<file path="config.mk">
export PLATFORM = sky130hd
export DESIGN_NAME = iter_alu_flat
export DESIGN_NICKNAME = d
export VERILOG_FILES = /design/src/rtl/iter_alu_if.sv /design/src/rtl/iter_alu.sv /design/src/flat_wrapper.sv
export SDC_FILE = /design/constraint.sdc
export NUM_CORES = 1
export LEC_CHECK = 0
export ABC_AREA = 0
export ABC_CLOCK_PERIOD_IN_PS = 3060
export CORE_MARGIN = 2
export CORE_UTILIZATION = 25
export CTS_CLUSTER_SIZE = 8
export DETAILED_ROUTE_END_ITERATION = 6
export GPL_TIMING_DRIVEN = 1
export MAX_ROUTING_LAYER = met4
export PLACE_DENSITY = 0.4
export SLEW_MARGIN = 20
export SYNTH_ARGS = -nofsm -noshare
export SYNTH_HDL_FRONTEND = slang
export SYNTH_SLANG_ARGS = --single-unit
export TNS_END_PERCENT = 100
</file>
<file path="constraint.sdc">
create_clock -name clk -period 3.06 [get_ports clk]
set_clock_uncertainty 0.15 [all_clocks]
set_input_delay 0.306 -clock clk [delete_from_list [all_inputs] [get_ports clk]]
set_output_delay 0.306 -clock clk [all_outputs]
set_load 0.05 [all_outputs]
</file>
<file path="src/rtl/iter_alu_if.sv">
// Handshake and result bus between the calculator control FSM (master)
// and the iterative ALU (slave).
interface iter_alu_if #(
    parameter int WIDTH = 8
);
    logic                   start;
    logic [WIDTH-1:0]       regoutA;
    logic [WIDTH-1:0]       regoutB;
    logic [1:0]             ALUFuncSel;
    logic                   ready;
    logic                   done;
    logic [2*WIDTH-1:0]     aluout;
    logic                   div0;

    modport master (
        output start, regoutA, regoutB, ALUFuncSel,
        input  ready, done, aluout, div0
    );

    modport slave (
        input  start, regoutA, regoutB, ALUFuncSel,
        output ready, done, aluout, div0
    );
endinterface

</file>
<file path="src/rtl/iter_alu.sv">
// Multi-cycle ALU: single-cycle add/sub, shift-add multiply and restoring
// divide at one bit per clock, launched with a start/done handshake.
//
// state | meaning
// IDLE  | waiting for start; ready=1
// RUN   | mul/div iterating, WIDTH cycles; ready=0, start ignored
// DONE  | result just written; done=1 for this single cycle; ready=1
module iter_alu #(
    parameter int WIDTH = 8
) (
    input  logic     clk,
    input  logic     rst_n,
    iter_alu_if.slave bus
);
    localparam int CW = $clog2(WIDTH);

    typedef enum logic [1:0] {
        IDLE = 2'd0,
        RUN  = 2'd1,
        DONE = 2'd2
    } state_t;

    state_t               state;
    logic                 is_div;
    logic [WIDTH-1:0]     divisor;
    logic [WIDTH-1:0]     shreg;      // multiplier (mul) or dividend/quotient (div)
    logic [WIDTH-1:0]     rem;
    logic [2*WIDTH-1:0]   mcand;
    logic [2*WIDTH-1:0]   acc;
    logic [CW-1:0]        cnt;
    logic [2*WIDTH-1:0]   aluout_q;
    logic                 done_q;
    logic                 ready_q;
    logic                 div0_q;

    logic                 accept;
    logic [2*WIDTH-1:0]   acc_nxt;
    logic [WIDTH:0]       div_shift;
    logic                 div_ge;
    logic [WIDTH-1:0]     rem_nxt;
    logic [WIDTH-1:0]     quo_nxt;
    logic [WIDTH:0]       sum;
    logic [WIDTH:0]       diff;
    logic [2*WIDTH-1:0]   addsub_res;

    assign bus.aluout = aluout_q;
    assign bus.done   = done_q;
    assign bus.ready  = ready_q;
    assign bus.div0   = div0_q;

    assign accept = bus.start & ready_q;

    // Next-iteration datapath values for mul/div and the single-cycle add/sub result.
    always_comb begin
        acc_nxt   = shreg[0] ? (acc + mcand) : acc;
        div_shift = {rem, shreg[WIDTH-1]};
        div_ge    = (div_shift >= {1'b0, divisor});
        // When div_ge holds the difference is below 2^WIDTH, so WIDTH bits suffice.
        rem_nxt   = div_ge ? (div_shift[WIDTH-1:0] - divisor) : div_shift[WIDTH-1:0];
        quo_nxt   = {shreg[WIDTH-2:0], div_ge};
        sum       = {1'b0, bus.regoutA} + {1'b0, bus.regoutB};
        diff      = {1'b0, bus.regoutA} - {1'b0, bus.regoutB};
        addsub_res = bus.ALUFuncSel[0] ? {{(WIDTH-1){1'b0}}, sum}
                                       : {{(WIDTH-1){diff[WIDTH]}}, diff};
    end

    // Control FSM, iteration registers and registered outputs.
    always_ff @(posedge clk) begin
        if (!rst_n) begin
            state    <= IDLE;
            is_div   <= 1'b0;
            divisor  <= '0;
            shreg    <= '0;
            rem      <= '0;
            mcand    <= '0;
            acc      <= '0;
            cnt      <= '0;
            aluout_q <= '0;
            done_q   <= 1'b0;
            ready_q  <= 1'b1;
            div0_q   <= 1'b0;
        end else begin
            done_q <= 1'b0;
            case (state)
                IDLE, DONE: begin
                    if (accept) begin
                        if (bus.ALUFuncSel[1]) begin
                            aluout_q <= addsub_res;
                            div0_q   <= 1'b0;
                            done_q   <= 1'b1;
                            state    <= DONE;
                        end else begin
                            is_div  <= bus.ALUFuncSel[0];
                            divisor <= bus.regoutB;
                            shreg   <= bus.ALUFuncSel[0] ? bus.regoutA : bus.regoutB;
                            mcand   <= {{WIDTH{1'b0}}, bus.regoutA};
                            acc     <= '0;
                            rem     <= '0;
                            cnt     <= CW'(WIDTH - 1);
                            ready_q <= 1'b0;
                            state   <= RUN;
                        end
                    end else begin
                        state <= IDLE;
                    end
                end
                RUN: begin
                    if (is_div) begin
                        rem   <= rem_nxt;
                        shreg <= quo_nxt;
                    end else begin
                        acc   <= acc_nxt;
                        mcand <= mcand << 1;
                        shreg <= shreg >> 1;
                    end
                    // A zero divisor needs no special case: every trial subtract
                    // succeeds, giving all-ones quotient and remainder = A.
                    if (cnt == '0) begin
                        state    <= DONE;
                        done_q   <= 1'b1;
                        ready_q  <= 1'b1;
                        aluout_q <= is_div ? {rem_nxt, quo_nxt} : acc_nxt;
                        div0_q   <= is_div && (divisor == '0);
                    end else begin
                        cnt <= cnt - CW'(1);
                    end
                end
                default: begin
                    state   <= IDLE;
                    ready_q <= 1'b1;
                end
            endcase
        end
    end
endmodule

</file>
<file path="src/flat_wrapper.sv">
// flat-port wrapper written by rule: the top's interface ports become plain ports
module iter_alu_flat 
#(
    parameter int WIDTH = 8
)
  (clk, rst_n, bus_start, bus_regoutA, bus_regoutB, bus_ALUFuncSel, bus_ready, bus_done, bus_aluout, bus_div0);
  iter_alu_if #(.WIDTH(WIDTH)) bus_i ();
  input  logic clk;
  input  logic rst_n;
  input wire logic [$bits(bus_i.start)-1:0] bus_start;
  input wire logic [$bits(bus_i.regoutA)-1:0] bus_regoutA;
  input wire logic [$bits(bus_i.regoutB)-1:0] bus_regoutB;
  input wire logic [$bits(bus_i.ALUFuncSel)-1:0] bus_ALUFuncSel;
  output wire logic [$bits(bus_i.ready)-1:0] bus_ready;
  output wire logic [$bits(bus_i.done)-1:0] bus_done;
  output wire logic [$bits(bus_i.aluout)-1:0] bus_aluout;
  output wire logic [$bits(bus_i.div0)-1:0] bus_div0;
  assign bus_i.start = bus_start;
  assign bus_i.regoutA = bus_regoutA;
  assign bus_i.regoutB = bus_regoutB;
  assign bus_i.ALUFuncSel = bus_ALUFuncSel;
  assign bus_ready = bus_i.ready;
  assign bus_done = bus_i.done;
  assign bus_aluout = bus_i.aluout;
  assign bus_div0 = bus_i.div0;
  iter_alu #(.WIDTH(WIDTH)) u_core (.clk(clk), .rst_n(rst_n), .bus(bus_i));
endmodule
</file>
==> impl_metrics.ini, run 1 <==
[critical_path]
cp.arrival_ns = 2.72
critical_path.startpoint_type = flop
cp_cell_sequence = ha_1, fa_1, a211oi_1, o21ai_1, nand2_1, xnor2_1, o21ai_0, a41oi_1
r2r_cells = 8
cp_slowest_cell = fa_1
critPathMaxStageDelay_ns = 0.45
worst_setup_path_end_kind = flop
cp.required_ns = 3.12
r2r-start = u_core.mcand[0]$_SDFFE_PN0P_
ff2ff_setup_slack_ns = 0.40
critPathKind = flop to flop
r2r_end = u_core.bus.aluout[8]$_SDFFE_PN0P_
crit_fanout = 4

[floorplan]
rows = 53
initial_core_util = 0.256
dieHeight_um = 151
fp.coreArea_um2 = 21200
die_w_um = 151
io_pins = 40
die_area_um2 = 22900

[power]
switching_power_uw = 960
power_uw = 3090
total_leakage_power_uw = 0.00243
power_frac_clock = 0.383
irDropWorstVdd_mv = 0.193
pwr-share-seq = 0.380
combPwrFrac = 0.237
swShare = 0.311
intPower_uw = 2130
p_per_area_nw_per_um2 = 473

[hold_path]
min-delay-start = u_core.bus.div0$_SDFFE_PN0P_
holdPathStages = 2
min_to = u_core.bus.div0$_SDFFE_PN0P_
hold_class = flop to flop

[drt]
vias = 5310
ant_nets = 0
drc = 0
wl_per_cell_um = 18.1
drt_iter0_drc = 366
viasPerCell = 5.20
firstDrtPassIters = 5
routed_wirelength_mm = 18.5

[place]
port_buffers = 39
dp_hpwl_mm = 14.5
gp_congestion = 0.856
dp_cells = 1006

[timing]
finalSetupViolations = 0
worst_pin_slew_ns = 0.842
fmax_ghz = 0.376
min_period_over_period = 0.869
maxSlewHeadroom = 0.439
drv_slew = 0
fin_tns_setup_ns = 0
finalHoldViolations = 0
rsz0062_at_grt = false
min_period_ns = 2.66

[global_route]
grt_overflow_total = 0
antenna_found_initial = 0
grt_max_degree = 47
grt_usage = 0.174
grt_pass1_vias = 5323
grt_pass1_wl_mm = 29.6

[logic_synthesis]
synth_seq_cells = 81
synth.largest_area_cell = dfxtp_1
synth_top_area_frac = 0.299
synth_cell_type_count = 67
ys_warn_count = 0
seq_area_frac_synth = 0.299
synth_edf_count = 0
synth_flop_cell = dfxtp_1
async_flop_share = 0
synthCells = 706
synthTopCellsByCount = nand2_1, a21oi_1, dfxtp_1, nor2_1, ha_1
synth.avg_cell_area_um2 = 7.67
synth_area_leaders = dfxtp_1, ha_1, a21oi_1
synth.cell_area_um2 = 5420
yosysMostFrequentCell = nand2_1
syn_nets = 772

[cells_and_area]
insertedDiodeCount = 0
area_growth_pct = 20.5
fillers = 2267
nets = 808
final_cell_count_no_fill = 1022
drive_gt1_frac = 0.0683

[clock_tree]
cts_inserted_buffers = 9
clockRootBuffer = clkbuf_16
cts-resized-gates = 0
cts_sinks = 81
ctsLongestPathBuffers = 2
post_cts_buffers = 0
clk_latency_ns = 0.34
htree_levels = 3
postCtsHoldBufs = 0
path_clk_slew_ns = 0.06
cts_tree = done

[outcome]
outcome = finished clean

[run]
cap_violations = 0
area by class of cell:
cell class / count / area, um2 / area share
multi-input cells: 552 / 3510 / 0.537
flip-flops and latches: 81 / 1620 / 0.248
repair buffers: 67 / 613 / 0.0939
well taps: 275 / 344 / 0.0527
clock buffers: 11 / 243 / 0.0372
inverters: 31 / 119 / 0.0182
clock inverters: 5 / 78.8 / 0.0121
critical path, delay by kind of cell, from the launching register on:
family / cells / cell delay, ns
AOI/OAI and AO/OA: 4 / 1.12
xor gates and xnor gates: 1 / 0.07
adders and majority gates: 2 / 0.69
DFF: 1 / 0.34
and+or+nand+nor: 1 / 0.16
logic make-up (layout without fill, tap and decap cells):
kind of cell / after synthesis / in the layout / synth area share
AOI/OAI and AO/OA: 247 / 247 / 0.295
and+or+nand+nor: 233 / 233 / 0.194
DFF: 81 / 81 / 0.299
buffers and inverters: 73 / 114 / 0.0538
adders and majority gates: 45 / 45 / 0.109
muxes: 17 / 17 / 0.0319
xor gates and xnor gates: 10 / 10 / 0.0162
worst max path at each step:
stage	start	to	slack, ns	cells past startpoint
final	u_core.mcand[0]$_SDFFE_PN0P_	u_core.bus.aluout[8]$_SDFFE_PN0P_	0.40	8
after floorplan	u_core.divisor[6]$_SDFFE_PN0P_	u_core.bus.aluout[10]$_SDFFE_PN0P_	0.76	9
after CTS	u_core.mcand[0]$_SDFFE_PN0P_	u_core.bus.aluout[8]$_SDFFE_PN0P_	0.37	8
after global placement	bus_regoutA[0]	u_core.bus.aluout[15]$_SDFFE_PN0P_	0.18	11
after global routing	u_core.mcand[0]$_SDFFE_PN0P_	u_core.bus.aluout[8]$_SDFFE_PN0P_	0.22	8
after detailed placement	bus_regoutA[0]	u_core.bus.aluout[15]$_SDFFE_PN0P_	0.1	11
state kept, by name, indices dropped and copies added (netlist names):
name,cells
u_core.acc,16
u_core.bus.aluout,16
u_core.bus.div0,1
u_core.bus.done,1
u_core.bus.ready,1
u_core.cnt,3
u_core.divisor,8
u_core.is_div,1
u_core.mcand,16
u_core.rem,8
u_core.shreg,8
u_core.state,2
routing by layer:
metal,global-route usage,share of wire
met3,0.0187,0.021
met1,0.226,0.48
met2,0.281,0.47
met4,0.0603,0.022
met5,-,0
power by group through the flow:
stage	logic [uW]	clock network, uW	registers (uW)
after floorplan	389	0	1260
after global placement	729	0	1200
after detailed placement	733	0	1200
after CTS	736	1220	1170
after global routing	802	1260	1180
final	731	1180	1170
through the flow:
step | worst slack (ns) | hold slack (ns) | instance area, um2 | utilization
after floorplan | 0.765 | 0.292 | 5420 | -
after global placement | 0.177 | 0.296 | 6200 | 0.293
after detailed placement | 0.0978 | 0.301 | 6200 | 0.293
after CTS | 0.366 | 0.308 | 6530 | 0.309
after global routing | 0.217 | 0.338 | 6530 | 0.309
final | 0.401 | 0.304 | 6530 | 0.309
layout by cell type, fill, tap and decap left out, drive strengths merged, types with 5 or more instances in the layout:
cell type	n
a311oi	9
nand3	18
o21ai	39
ha	41
dfxtp	81
a211oi	16
a31oi	22
clkbuf	11
nor2b	8
inv	31
a21oi	85
nand4	5
buf	28
xnor2	9
and2	9
a22oi	7
nor3	12
a21o	6
nor2	57
o21bai	5
a221oi	6
mux2i	15
nand2b	11
o211ai	9
o21a	6
clkdlybuf4s50	39
nand2	96
(Power assumes the default switching activity.)
==> inputs of run 2 (changes only) <==
CORE_ASPECT_RATIO = 0.8   (was unset)
SETUP_SLACK_MARGIN = 0.05   (was unset)
==> impl_metrics.ini, run 2 (synthesized netlist as in run 1, its figures left out) <==
[clock_tree]
cts_tree = done
path_clk_slew_ns = 0.07
cts_sinks = 81
postCtsHoldBufs = 0
clk_latency_ns = 0.35
cts_inserted_buffers = 9
htree_levels = 3
clockRootBuffer = clkbuf_16
post_cts_buffers = 0
ctsLongestPathBuffers = 2
cts-resized-gates = 0

[global_route]
top_usage_layer = met2
use_met3 = 0.0321
grt_overflow_total = 0
antenna_found_initial = 0
grt_use_met1 = 0.248
grt.met2_usage = 0.269
grt_usage = 0.176
grt_pass1_vias = 5241
grt_pass1_wl_mm = 30.2
grt_max_degree = 27

[drt]
ant_nets = 0
routed_wirelength_mm = 18.8
vias = 5350
viasPerCell = 5.26
drc = 0
drt_iter0_drc = 364
firstDrtPassIters = 5
wl_per_cell_um = 18.5

[critical_path]
cp.required_ns = 3.18
cp_cell_sequence = ha_1, nand2_1, o21ai_1, a211oi_1, a2111oi_0, o21ai_0, a31oi_1
r2r_cells = 7
cp.arrival_ns = 2.77
critical_path.startpoint_type = flop
worst_setup_path_end_kind = flop
worstSetupEndpoint = u_core.bus.aluout[9]$_SDFFE_PN0P_
cp_slowest_cell = a2111oi_0
path_delay_family = compound AO/OA/AOI/OAI gates
crit_buf_inv = 0
crit_fanout = 8
r2r_end = u_core.bus.aluout[9]$_SDFFE_PN0P_
critPathMaxStageDelay_ns = 0.67
cp.depth = 7
ff2ff_setup_slack_ns = 0.42
cp-startpoint = u_core.mcand[7]$_SDFFE_PN0P_
r2r-start = u_core.mcand[7]$_SDFFE_PN0P_
critPathKind = flop to flop

[outcome]
outcome = finished clean

[floorplan]
rows = 48
io_pins = 40
fp.coreArea_um2 = 21400
dieHeight_um = 136
initial_core_util = 0.253
die_area_um2 = 22900
die_w_um = 169

[timing]
worst_pin_slew_ns = 0.713
fin_tns_setup_ns = 0
min_period_ns = 2.64
setup_slack_ns = 0.415
finalSetupViolations = 0
min_period_over_period = 0.864
maxSlewHeadroom = 0.512
fmax_ghz = 0.378
drv_slew = 0
finalHoldViolations = 0
rsz0062_at_grt = false

[power]
irDropWorstVdd_mv = 0.225
total_leakage_power_uw = 0.00240
power_uw = 3110
p_per_area_nw_per_um2 = 479

[cells_and_area]
final_cell_mix = nand2_1, a21oi_1, dfxtp_1
final_cell_count_no_fill = 1018
nets = 804
fillers = 2296
layout_commonest_cell = nand2_1
area_growth_pct = 19.8
drive_gt1_frac = 0.0646
final_util = 0.303
insertedDiodeCount = 0

[place]
dp_hpwl_mm = 14.8
place_ws_ns = 0.0787
dp_cells = 1002
port_buffers = 39
gp_congestion = 0.889

[hold_path]
min-delay-start = u_core.bus.div0$_SDFFE_PN0P_
hold_class = flop to flop

[run]
cap_violations = 0
run 2: worst min-delay path by stage:
| stage | cells past startpoint | endpoint | slack (ns) |
|---|---|---|---|
| after floorplan | 2 | u_core.divisor[1]$_SDFFE_PN0P_ | 0.29 |
| after global placement | 2 | u_core.bus.div0$_SDFFE_PN0P_ | 0.29 |
| after detailed placement | 2 | u_core.bus.div0$_SDFFE_PN0P_ | 0.30 |
| after CTS | 2 | u_core.bus.div0$_SDFFE_PN0P_ | 0.31 |
| after global routing | 2 | u_core.rem[1]$_SDFFE_PN0P_ | 0.35 |
| final | 2 | u_core.bus.div0$_SDFFE_PN0P_ | 0.30 |
run 2: routing by layer:
layer  part of all wire  wire length (um)  vias up
met5                  0                 0        -
met4             0.0029                55        0
met3              0.044               832        4
met2               0.43              8130       98
met1               0.52              9800     2600
li1                   -                 -     2648
run 2: stage by stage:
step / area [um2] / hold slack [ns]
CTS: 6490 / 0.306
global route: 6490 / 0.349
floorplan: 5420 / 0.292
global placement: 6160 / 0.295
finish: 6490 / 0.304
detailed placement: 6160 / 0.296
run 2: power breakdown:
group          leakage, uW  switching [uW]  internal (uW)
Combinational      0.00159             455            266
Sequential        0.000660            58.5           1110
Clock             0.000157             491            724
Total              0.00240            1000           2100
run 2: cell type report:
type                       count  area, um2  share of cell area
clock buffer                   9        225              0.0347
multi-input combinational    552       3510               0.540
inverter                      31        119              0.0183
timing repair buffer          63        571              0.0879
sequential                    81       1620               0.250
clock inverter                 7        103              0.0158
tap                          275        344              0.0530
run 2: worst min-delay path, stage by stage (launching register included):
cell,delay [ns]
dfxtp_1,0.31
nand2_1,0.05
a21oi_1,0.05
==> inputs of run 3 (changes only) <==
ABC_CLOCK_PERIOD_IN_PS = unset   (was 3060)
CORE_MARGIN = 10   (was 2)
==> impl_metrics.ini, run 3 (synthesized netlist as in run 1, its figures left out) <==
[clock_tree]
cts_tree = done
postCtsHoldBufs = 0
post_cts_buffers = 0
cts_inserted_buffers = 9
cts_sinks = 81
path_clk_slew_ns = 0.07
clockRootBuffer = clkbuf_16
ctsLongestPathBuffers = 2
clk_latency_ns = 0.35
htree_levels = 3
cts-resized-gates = 0

[floorplan]
die_area_um2 = 28000
rows = 48
fp.coreArea_um2 = 21400
die_w_um = 185
initial_core_util = 0.253
io_pins = 40
dieHeight_um = 152

[timing]
rsz0062_at_grt = false
worst_hold_slack_ns = 0.313
min_period_ns = 2.69
setup_slack_ns = 0.374
maxSlewHeadroom = 0.468
fin_tns_setup_ns = 0
min_period_over_period = 0.878
finalHoldViolations = 0
drv_slew = 0
finalSetupViolations = 0
fmax_ghz = 0.372
worst_pin_slew_ns = 0.778

[hold_path]
min-delay-start = u_core.bus.div0$_SDFFE_PN0P_
min_to = u_core.bus.div0$_SDFFE_PN0P_
holdPathStages = 2
hold_class = flop to flop

[power]
p_per_area_nw_per_um2 = 477
total_leakage_power_uw = 0.00243
irDropWorstVdd_mv = 0.222

[drt]
wl_per_cell_um = 18.7
viasPerCell = 5.25
drc = 0
drt_iter0_drc = 348
routed_wirelength_mm = 19.1
firstDrtPassIters = 5
ant_nets = 0
vias = 5355

[global_route]
grt_pass1_vias = 5204
grt_overflow_total = 0
grt_usage = 0.144
grt_pass1_wl_mm = 30.2
grt_max_degree = 66
antenna_found_initial = 0

[critical_path]
crit_fanout = 8
worst_setup_path_end_kind = flop
cp_slowest_cell = a2111oi_0
critPathMaxStageDelay_ns = 0.72
critical_path.startpoint_type = flop
r2r_end = u_core.bus.aluout[9]$_SDFFE_PN0P_
r2r_cells = 7
cp.required_ns = 3.19
cp.arrival_ns = 2.81
critPathKind = flop to flop
ff2ff_setup_slack_ns = 0.37
cp_cell_sequence = ha_1, nand2_1, o21ai_1, a211oi_1, a2111oi_0, o21ai_0, a31oi_1
r2r-start = u_core.mcand[7]$_SDFFE_PN0P_

[place]
gp_congestion = 0.835
dp_cells = 1004
port_buffers = 39
dp_hpwl_mm = 14.9
place_ws_ns = 0.0291

[outcome]
outcome = finished clean

[cells_and_area]
nets = 806
layout_commonest_cell = nand2_1
multi_input_area_um2 = 3510
seq_area_um2 = 1620
area_growth_pct = 20.6
final_cell_mix = nand2_1, a21oi_1, dfxtp_1
insertedDiodeCount = 0
final_cell_count_no_fill = 1020
drive_gt1_frac = 0.0658
fillers = 2313

[run]
cap_violations = 0
==> run 3: final cells by class <==
class | count | share of cell area
clock inverter | 5 | 0.0132
sequential | 81 | 0.248
tap | 275 | 0.0527
inverter | 31 | 0.0182
clock buffer | 11 | 0.0372
timing repair buffer | 65 | 0.0935
multi-input combinational | 552 | 0.537
==> run 3: worst max path at each step <==
| stage | from | slack [ns] | end | cells after the start |
|---|---|---|---|---|
| 3_3_place_gp | bus_regoutA[0] | 0.16 | u_core.bus.aluout[13]$_SDFFE_PN0P_ | 10 |
| 2_1_floorplan | u_core.divisor[6]$_SDFFE_PN0P_ | 0.76 | u_core.bus.aluout[10]$_SDFFE_PN0P_ | 9 |
| 6_report | u_core.mcand[7]$_SDFFE_PN0P_ | 0.37 | u_core.bus.aluout[9]$_SDFFE_PN0P_ | 7 |
| 5_1_grt | u_core.acc[0]$_SDFFE_PN0P_ | 0.24 | u_core.acc[10]$_SDFFE_PN0P_ | 8 |
| 4_1_cts | bus_regoutA[0] | 0.39 | u_core.bus.aluout[15]$_SDFFE_PN0P_ | 10 |
| 3_5_place_dp | bus_regoutA[0] | 0.03 | u_core.bus.aluout[15]$_SDFFE_PN0P_ | 10 |
==> run 3: routing by layer <==
metal / up-vias / routed length (um) / global-route usage
met5: - / 0 / -
met4: 0 / 197 / 0.0348
met3: 15 / 723 / 0.0255
met2: 109 / 8180 / 0.212
met1: 2568 / 10000 / 0.198
li1: 2663 / - / -
==> run 3: stage by stage <==
stage	power, uW	util	area, um2
after global routing	3280	0.305	6530
after global placement	1930	0.289	6200
after CTS	3160	0.305	6530
final	3120	0.305	6530
after floorplan	1650	-	5420
after detailed placement	1930	0.289	6200
==> run 3: power by group <==
part / internal [uW] / total, uW / switching (uW)
Combinational: 272 / 730 / 458
Sequential: 1110 / 1170 / 56.0
Clock: 745 / 1220 / 472
==> run 3: critical path: cells and delay by family (launching register included) <==
kind,cells,cell delay (ns)
flip-flops,1,0.36
AND/OR/NAND/NOR,1,0.10
AO/OA/AOI/OAI,5,1.58
adder cells (fa/ha/maj),1,0.43
